--- config.mk ---
export PLATFORM = sky130hd
export DESIGN_NAME = updown_count_sequencer_flat
export DESIGN_NICKNAME = d
export VERILOG_FILES = /design/src/rtl/updown_count_sequencer_if.sv /design/src/rtl/updown_count_sequencer.sv /design/src/flat_wrapper.sv
export SDC_FILE = /design/constraint.sdc
export NUM_CORES = 1
export LEC_CHECK = 0
export CAP_MARGIN = 10
export CELL_PAD_IN_SITES_DETAIL_PLACEMENT = 1
export CELL_PAD_IN_SITES_GLOBAL_PLACEMENT = 2
export CORE_ASPECT_RATIO = 0.7
export CORE_MARGIN = 2
export CORE_UTILIZATION = 31
export DETAILED_ROUTE_END_ITERATION = 8
export PLACE_DENSITY_LB_ADDON = 0.08
export RECOVER_POWER = 100
export SYNTH_ARGS = -nofsm -noshare
export SYNTH_HDL_FRONTEND = slang
export SYNTH_SLANG_ARGS = --single-unit
--- constraint.sdc ---
create_clock -name clk -period 3.7 [get_ports clk]
set_input_delay 0.37 -clock clk [delete_from_list [all_inputs] [get_ports clk]]
set_output_delay 0.37 -clock clk [all_outputs]
set_load 0.02 [all_outputs]
--- src/rtl/updown_count_sequencer_if.sv ---
// Job command channel for the up/down count sequencer.
// The requester drives the job fields; the sequencer returns ready.
interface updown_count_sequencer_if #(
    parameter int WIDTH   = 4,
    parameter int LOOP_W  = 4,
    parameter int PRESC_W = 8
);
    logic               cmd_valid;
    logic               cmd_ready;
    logic [WIDTH-1:0]   cmd_start;
    logic [WIDTH-1:0]   cmd_end;
    logic [LOOP_W-1:0]  cmd_loops;
    logic [PRESC_W-1:0] cmd_presc;

    modport master (
        output cmd_valid,
        output cmd_start,
        output cmd_end,
        output cmd_loops,
        output cmd_presc,
        input  cmd_ready
    );

    modport slave (
        input  cmd_valid,
        input  cmd_start,
        input  cmd_end,
        input  cmd_loops,
        input  cmd_presc,
        output cmd_ready
    );
endinterface

--- src/rtl/updown_count_sequencer.sv ---
// Sweeps a counter from start to end, repeating for extra loops,
// with a per-value prescaler, pause and abort.
module updown_count_sequencer #(
    parameter int WIDTH   = 4,
    parameter int LOOP_W  = 4,
    parameter int PRESC_W = 8
) (
    input  logic                  clk,
    input  logic                  reset,
    updown_count_sequencer_if.slave cmd,
    input  logic                  pause,
    input  logic                  abort,
    output logic [WIDTH-1:0]      count,
    output logic                  up_down,
    output logic                  busy,
    output logic                  done
);

    typedef enum logic [1:0] {
        IDLE = 2'd0,
        RUN  = 2'd1,
        DONE = 2'd2
    } state_t;

    state_t             state_q, state_d;
    logic [WIDTH-1:0]   count_q, count_d;
    logic               up_down_q, up_down_d;
    logic [WIDTH-1:0]   start_q, start_d;
    logic [WIDTH-1:0]   end_q, end_d;
    logic [LOOP_W-1:0]  loops_q, loops_d;
    logic [PRESC_W-1:0] presc_q, presc_d;
    logic [PRESC_W-1:0] pcnt_q, pcnt_d;

    logic tick;
    logic at_end;

    assign tick   = (pcnt_q == presc_q);
    assign at_end = (count_q == end_q);

    always_comb begin
        state_d   = state_q;
        count_d   = count_q;
        up_down_d = up_down_q;
        start_d   = start_q;
        end_d     = end_q;
        loops_d   = loops_q;
        presc_d   = presc_q;
        pcnt_d    = pcnt_q;

        unique case (state_q)
            IDLE: begin
                if (cmd.cmd_valid) begin
                    state_d   = RUN;
                    start_d   = cmd.cmd_start;
                    end_d     = cmd.cmd_end;
                    loops_d   = cmd.cmd_loops;
                    presc_d   = cmd.cmd_presc;
                    count_d   = cmd.cmd_start;
                    up_down_d = (cmd.cmd_end < cmd.cmd_start);
                    pcnt_d    = '0;
                end
            end
            RUN: begin
                if (abort) begin
                    state_d = IDLE;
                end else if (!pause) begin
                    if (!tick) begin
                        pcnt_d = pcnt_q + PRESC_W'(1);
                    end else begin
                        pcnt_d = '0;
                        // the end value is compared before stepping, so no wrap
                        if (!at_end) begin
                            if (up_down_q)
                                count_d = count_q - WIDTH'(1);
                            else
                                count_d = count_q + WIDTH'(1);
                        end else if (loops_q != '0) begin
                            count_d = start_q;
                            loops_d = loops_q - LOOP_W'(1);
                        end else begin
                            state_d = DONE;
                        end
                    end
                end
            end
            DONE: begin
                state_d = IDLE;
            end
            default: begin
                state_d = IDLE;
            end
        endcase
    end

    always_ff @(posedge clk or negedge reset) begin
        if (!reset) begin
            state_q   <= IDLE;
            count_q   <= '0;
            up_down_q <= 1'b0;
            start_q   <= '0;
            end_q     <= '0;
            loops_q   <= '0;
            presc_q   <= '0;
            pcnt_q    <= '0;
        end else begin
            state_q   <= state_d;
            count_q   <= count_d;
            up_down_q <= up_down_d;
            start_q   <= start_d;
            end_q     <= end_d;
            loops_q   <= loops_d;
            presc_q   <= presc_d;
            pcnt_q    <= pcnt_d;
        end
    end

    assign cmd.cmd_ready = (state_q == IDLE);
    assign busy          = (state_q == RUN);
    assign done          = (state_q == DONE);
    assign count         = count_q;
    assign up_down       = up_down_q;

endmodule

--- src/flat_wrapper.sv ---
// flat-port wrapper written by rule: the top's interface ports become plain ports
module updown_count_sequencer_flat 
#(
    parameter int WIDTH   = 4,
    parameter int LOOP_W  = 4,
    parameter int PRESC_W = 8
)
  (clk, reset, pause, abort, count, up_down, busy, done, cmd_cmd_valid, cmd_cmd_start, cmd_cmd_end, cmd_cmd_loops, cmd_cmd_presc, cmd_cmd_ready);
  updown_count_sequencer_if #(.WIDTH(WIDTH), .LOOP_W(LOOP_W), .PRESC_W(PRESC_W)) cmd_i ();
  input  logic clk;
  input  logic reset;
  input  logic pause;
  input  logic abort;
  output logic [WIDTH-1:0] count;
  output logic up_down;
  output logic busy;
  output logic done;
  input wire logic [$bits(cmd_i.cmd_valid)-1:0] cmd_cmd_valid;
  input wire logic [$bits(cmd_i.cmd_start)-1:0] cmd_cmd_start;
  input wire logic [$bits(cmd_i.cmd_end)-1:0] cmd_cmd_end;
  input wire logic [$bits(cmd_i.cmd_loops)-1:0] cmd_cmd_loops;
  input wire logic [$bits(cmd_i.cmd_presc)-1:0] cmd_cmd_presc;
  output wire logic [$bits(cmd_i.cmd_ready)-1:0] cmd_cmd_ready;
  assign cmd_i.cmd_valid = cmd_cmd_valid;
  assign cmd_i.cmd_start = cmd_cmd_start;
  assign cmd_i.cmd_end = cmd_cmd_end;
  assign cmd_i.cmd_loops = cmd_cmd_loops;
  assign cmd_i.cmd_presc = cmd_cmd_presc;
  assign cmd_cmd_ready = cmd_i.cmd_ready;
  updown_count_sequencer #(.WIDTH(WIDTH), .LOOP_W(LOOP_W), .PRESC_W(PRESC_W)) u_core (.clk(clk), .reset(reset), .cmd(cmd_i), .pause(pause), .abort(abort), .count(count), .up_down(up_down), .busy(busy), .done(done));
endmodule
After elaboration in Yosys (flattened, before gate mapping)
Cells that the tools add are included.
{"block": "totals", "register_bits": 35, "in_bits": 25, "out_inout_bits": 8, "wordCells": 63}
{"block": "op_classes", "add_sub_neg": 4, "magnitude_cmp": 1, "eq_ne": 15, "muxes": 27, "reduce_logical": 8}
{"operator": "2-to-1 mux 4 bit", "n": 13}
{"operator": "2-to-1 mux 8 bit", "n": 4}
{"operator": "one-hot mux 4 bit (2 select lines)", "n": 2}
{"operator": "one-hot mux 8 bit (2 select lines)", "n": 1}
{"operator": "2-to-1 mux 2 bit", "n": 6}
{"operator": "!= test 3 bit (second input constant)", "n": 3}
{"operator": "adder 8 x 1 -> 8 bit (second input constant)", "n": 1}
{"operator": "== test 8 bit", "n": 1}
{"operator": "subtractor 4 x 1 -> 4 bit (second input constant)", "n": 2}
{"operator": "AND reduction 7 bit", "n": 1}
{"operator": "!= test 2 x 1 -> 1 bit (second input constant)", "n": 3}
{"operator": "!= test 2 bit (second input constant)", "n": 3}
{"operator": "!= test 3 x 2 -> 1 bit (second input constant)", "n": 2}
{"operator": "AND reduction 6 bit", "n": 1}
{"operator": "AND reduction 5 bit", "n": 1}
{"operator": "adder 4 x 1 -> 4 bit (second input constant)", "n": 1}
{"operator": "== test 4 bit", "n": 1}
{"operator": "less-than comparator 4 bit", "n": 1}
{"operator": "one-hot mux 2 bit (2 select lines)", "n": 1}
{"operator": "AND reduction 4 bit", "n": 1}
{"operator": "nonzero test 4 bit", "n": 1}
{"operator": "== test 2 x 1 -> 1 bit (second input constant)", "n": 1}
{"operator": "== test 2 bit (second input constant)", "n": 1}
{"operator": "logical NOT 2 bit", "n": 1}
{"operator": "other kinds (2)", "n": 2}

Logic depth before layout (Yosys ltp)
{"block": "logic_depth", "depth_word": 7, "ltp_mapped": 7, "mapped_depth_nobuf": 7}

Worst setup path after synthesis
OpenSTA, ideal clock, no wires.
{"block": "synth_timing", "path_kind": "reg-to-reg", "startpoint": "register u_core.loops_q[0]", "endpoint": "register u_core.count_q[0] (netlist: u_core.count[0])", "setup_ns": 0.125, "t_arrival_ns": 1.735, "required_time_ns": 3.575, "setup_slack_ns": 1.840, "stages_incl_launch_ff": 7, "n_path_buf": 0, "synth_period_minus_slack_ns": 1.860, "cell_sequence": "dfrtp_1 -> inv_1 -> ha_1 -> or3b_1 -> or2_1 -> o211a_4 -> mux2_4"}
{"block": "synth_between", "elab_chain_cells": 3}
{"item": "start, declared", "line_no": "updown_count_sequencer.sv:30", "text": "logic [LOOP_W-1:0] loops_q, loops_d;"}
{"item": "start signal, assigned", "line_no": "updown_count_sequencer.sv:111", "text": "loops_q <= loops_d;"}
{"item": "nonzero test 4 bit", "line_no": "updown_count_sequencer.sv:77", "text": "end else if (loops_q != '0) begin"}
{"item": "!= test 3 bit (no source line)"}
{"item": "AND reduction 6 bit (no source line)"}
{"item": "end signal, assigned", "line_no": "updown_count_sequencer.sv:107", "text": "count_q <= count_d;"}
{"item": "end, declared", "line_no": "updown_count_sequencer.sv:26", "text": "logic [WIDTH-1:0] count_q, count_d;"}
Every way passes these cells.
A chain may end at the register's enable or synchronous reset.

Worst setup path after layout
{"block": "layout_timing", "startpoint": "register u_core.state_q[1]", "endpoint": "output port busy"}
{"block": "layout_between", "elab_chain_cells": 1}
{"item": "start, declared", "line_no": "updown_count_sequencer.sv:25", "text": "state_t state_q, state_d;"}
{"item": "start signal, assigned", "line_no": "updown_count_sequencer.sv:106", "text": "state_q <= state_d;"}
{"item": "== test 2 x 1 -> 1 bit", "line_no": "updown_count_sequencer.sv:118", "text": "assign busy = (state_q == RUN);"}
{"item": "end, declared", "line_no": "flat_wrapper.sv:16", "text": "output logic busy;"}
Every way passes these cells.

==> metrics.md <==
| Metric | Value |
|---|---|
| Core Rows | 24 |
| Setup TNS | 0 ns |
| Vias in the first global route | 1707 |
| PortBufs | 32 |
| Starting Density | 0.321 |
| Clk_skew | 0.0100 ns |
| CTS tree | done |
| Synth async-reset ratio | 1.00 |
| Antenna Nets Post-Route | 0 |
| Most frequent cell after synthesis | nand2_1 |
| Cell Count, Final, Fillers Out | 332 |
| Wire length of the first global-routing pass | 9210 um |
| Post-Syn Area per Cell | 9.25 um2 |
| Share of the synthesized area in the top cell type | 0.436 |
| DRC violations left | 0 |
| Synth Cell Area | 2010 um2 |
| Commonest cells post-synth | nand2_1, dfrtp_1, xnor2_1, nor2_1 |
| RSZ-0062 raised after global routing | false |
| Global route hottest layer | met1 |
| Status | finished, violations left |
| I/O pin cnt | 33 |
| Worst VDD drop | 0.219 mV |
| DR iter-0 viols | 40 |
| Share of layout cells above drive strength 1 | 0.0591 |
| Failing checks | capacitance limit, slew limit |
| Dominant synthesized flop cell | dfrtp_1 |
| Tcrit/Tclk final | 0.725 |
| Clock tree buffer depth | 2 |
| Pin count of the biggest net entering global routing | 36 |
| Cts repair resizes | 0 |
| Combinational share of power | 0.349 |
| H-tree levels | 2 |
| Syn-to-layout area delta | 25.9% |
| Fin. max-slew vios | 36 |
| Initial antenna violation count | 0 |
| Slew headroom | -0.318 |
| Worst-Margin Slew | 1.98 ns |
| Post-Synthesis Cells | 217 |
| Post-CTS setup buffers | 0 |
| Startpoint types | flip-flop |
| #FFs+latches synth | 35 |
| Cell Pwr Density | 627 nW/um2 |
| Final hold violation count | 0 |
| Crit path time final | 2.68 ns |
| Slowest CP cell | clkdlybuf4s50_1 |
| Placer congestion estimate | 0.732 |
| Synth Net Count | 250 |
| GRT met3 Usage | 0.0507 |
| Synth cell types | 48 |
| Clock network power share | 0.268 |
| Die X-Extent | 100 um |
| Full die area | 7140 um2 |
| Final Util | 0.405 |
| Critical path peak fanout | 17 |
| Syn. warnings | 0 |
| Min-Delay Path Class | reg -> reg |
| Dpl cell area | 2420 um2 |
| Drt first pass iters | 4 |
| Net Switching | 568 uW |
| GR Util All Layers | 0.169 |
| Largest stage delay, worst path | 0.67 ns |
| Register area share after synthesis | 0.436 |
| Number of vias per cell | 5.02 |
| Worst path cell trace | nand2b_1, inv_1, clkdlybuf4s50_1 |
| Die H | 71.3 um |
| Final wirelength | 5420 um |
| CTS root buffer | clkbuf_8 |
| Synth area leader | dfrtp_1 |
| ANT cells | 0 |
| Hold_buf cts | 0 |
| Hold slack | 0.483 ns |
| Met1 GRT Util | 0.248 |
| Cell family with most CP delay | buffers and inverters |
| Max Fclk | 373 MHz |
| Setup Viol. Count Final | 0 |
| Global route overflow | 0 |
| M2 GR Usage | 0.248 |
| Critical path arrival | 2.31 ns |
| Cell area after layout | 2530 um2 |
| Max Cap Viol | 1 |
| TritonCTS Buffers | 5 |
| Top cells by area, synth | dfrtp_1, nand2_1, xnor2_1, ha_1, mux2_4 |
| CP bufs+invs | 2 |
| Clk Latency, worst-skew pair | 0.30 ns |
| Flop pwr share | 0.383 |
| Vias | 1665 |
| Post-synth EDFFs | 0 |
| # clock sinks | 35 |
| Core box area | 6250 um2 |
| Endpoint type of the worst setup path | output port |
| CTS clk-pin slew, worst paths | 0.07 ns |
| CP required | 3.33 ns |
| Leak | 0.00110 uW |
| Placed instance count | 324 |
| Pint | 1020 uW |
| WL per Instance | 16.3 um |
| WS Path Type | reg -> out |
| HPWL Detailed | 3960 um |
| Switching part of the total power | 0.358 |
| NumNets Final | 286 |
## through the flow
step	worst slack (ns)	total power, uW
2_1_floorplan	1.84	996
3_3_place_gp	1.48	1210
3_5_place_dp	1.46	1220
4_1_cts	1.12	1650
5_1_grt	0.820	1700
6_report	1.02	1590
## tightest hold or removal path, cell delays in order (launching register included)
cell     delay (ns)
dfrtp_1        0.35
nand2_1        0.05
nand2_1        0.05
## power by group through the flow
stage	Clock, uW	Combinational, uW	Sequential (uW)
2_1_floorplan	0	393	603
3_3_place_gp	0	594	617
3_5_place_dp	0	602	615
4_1_cts	438	605	609
5_1_grt	453	624	627
6_report	425	554	607
## area by class of cell
cell class / count / area (um2)
repair buffers: 34 / 332
flip-flops and latches: 35 / 876
clock buffers: 5 / 68.8
fillers: 757 / 3720
multi-input cells: 168 / 1050
clock inverters: 3 / 67.6
well taps: 78 / 97.6
inverters: 9 / 33.8
## cell families (layout without fill, tap and decap cells)
group,after synthesis,count (layout),synth area share
muxes,8,8,0.0499
buffers and inverters,14,51,0.0268
DFF,35,35,0.436
AOI/OAI and AO/OA,38,38,0.128
adders and majority gates,8,8,0.0536
and+or+nand+nor,99,99,0.239
xor gates and xnor gates,15,15,0.0655
## path summary, 6_finish.rpt
| path | from | to | slack [ns] | depth (start not counted) |
|---|---|---|---|---|
| max in group asynchronous | reset | u_core.pcnt_q[6]$_DFFE_PN0P_ | 1.40 | 2 |
| min reg2reg | u_core.start_q[0]$_DFFE_PN0P_ | u_core.start_q[0]$_DFFE_PN0P_ | 0.48 | 2 |
| max reg2reg | u_core.state_q[1]$_DFFE_PN0P_ | u_core.count[3]$_DFFE_PN0P_ | 1.03 | 5 |
| max | u_core.state_q[1]$_DFFE_PN0P_ | busy | 1.02 | 3 |
| min | u_core.start_q[0]$_DFFE_PN0P_ | u_core.start_q[0]$_DFFE_PN0P_ | 0.48 | 2 |
| min in group asynchronous | reset | u_core.loops_q[1]$_DFFE_PN0P_ | 1.16 | 2 |
## state kept, by name (all words and copies together), names as in the netlist
| name | cells |
|---|---|
| u_core.pcnt_q | 8 |
| u_core.loops_q | 4 |
| u_core.count | 4 |
| u_core.end_q | 4 |
| u_core.start_q | 4 |
| u_core.state_q | 2 |
| u_core.up_down | 1 |
| u_core.presc_q | 8 |
## layout by cell type (no fill, tap or decap), types with 2 or more instances in the layout
cell             count
a21oi_1              6
clkdlybuf4s50_1     24
o21ai_0             11
nor2_1               9
nor3_1               3
a21o_1               2
nand3_1              5
clkbuf_8             5
ha_1                 7
nand2b_1             3
or2_0                2
dlygate4sd3_1        8
xnor2_1             15
inv_1                9
nor2_2               2
mux2i_1              4
mux2_1               4
nand4_1              3
a211oi_1             3
nor2b_1              2
bufinv_16            2
o2bb2ai_1            2
dfrtp_1             35
nand2_1             56
o21ai_1              3
nor4_1               3
or3_1                4
## per-layer routing
layer / part of all wire / routed length (um) / vias up
li1: - / - / 815
met4: 0.0054 / 29 / 0
met1: 0.54 / 2930 / 817
met5: 0 / 0 / -
met2: 0.41 / 2220 / 28
met3: 0.046 / 247 / 5
Note: power is estimated with default switching activity, not from simulation.
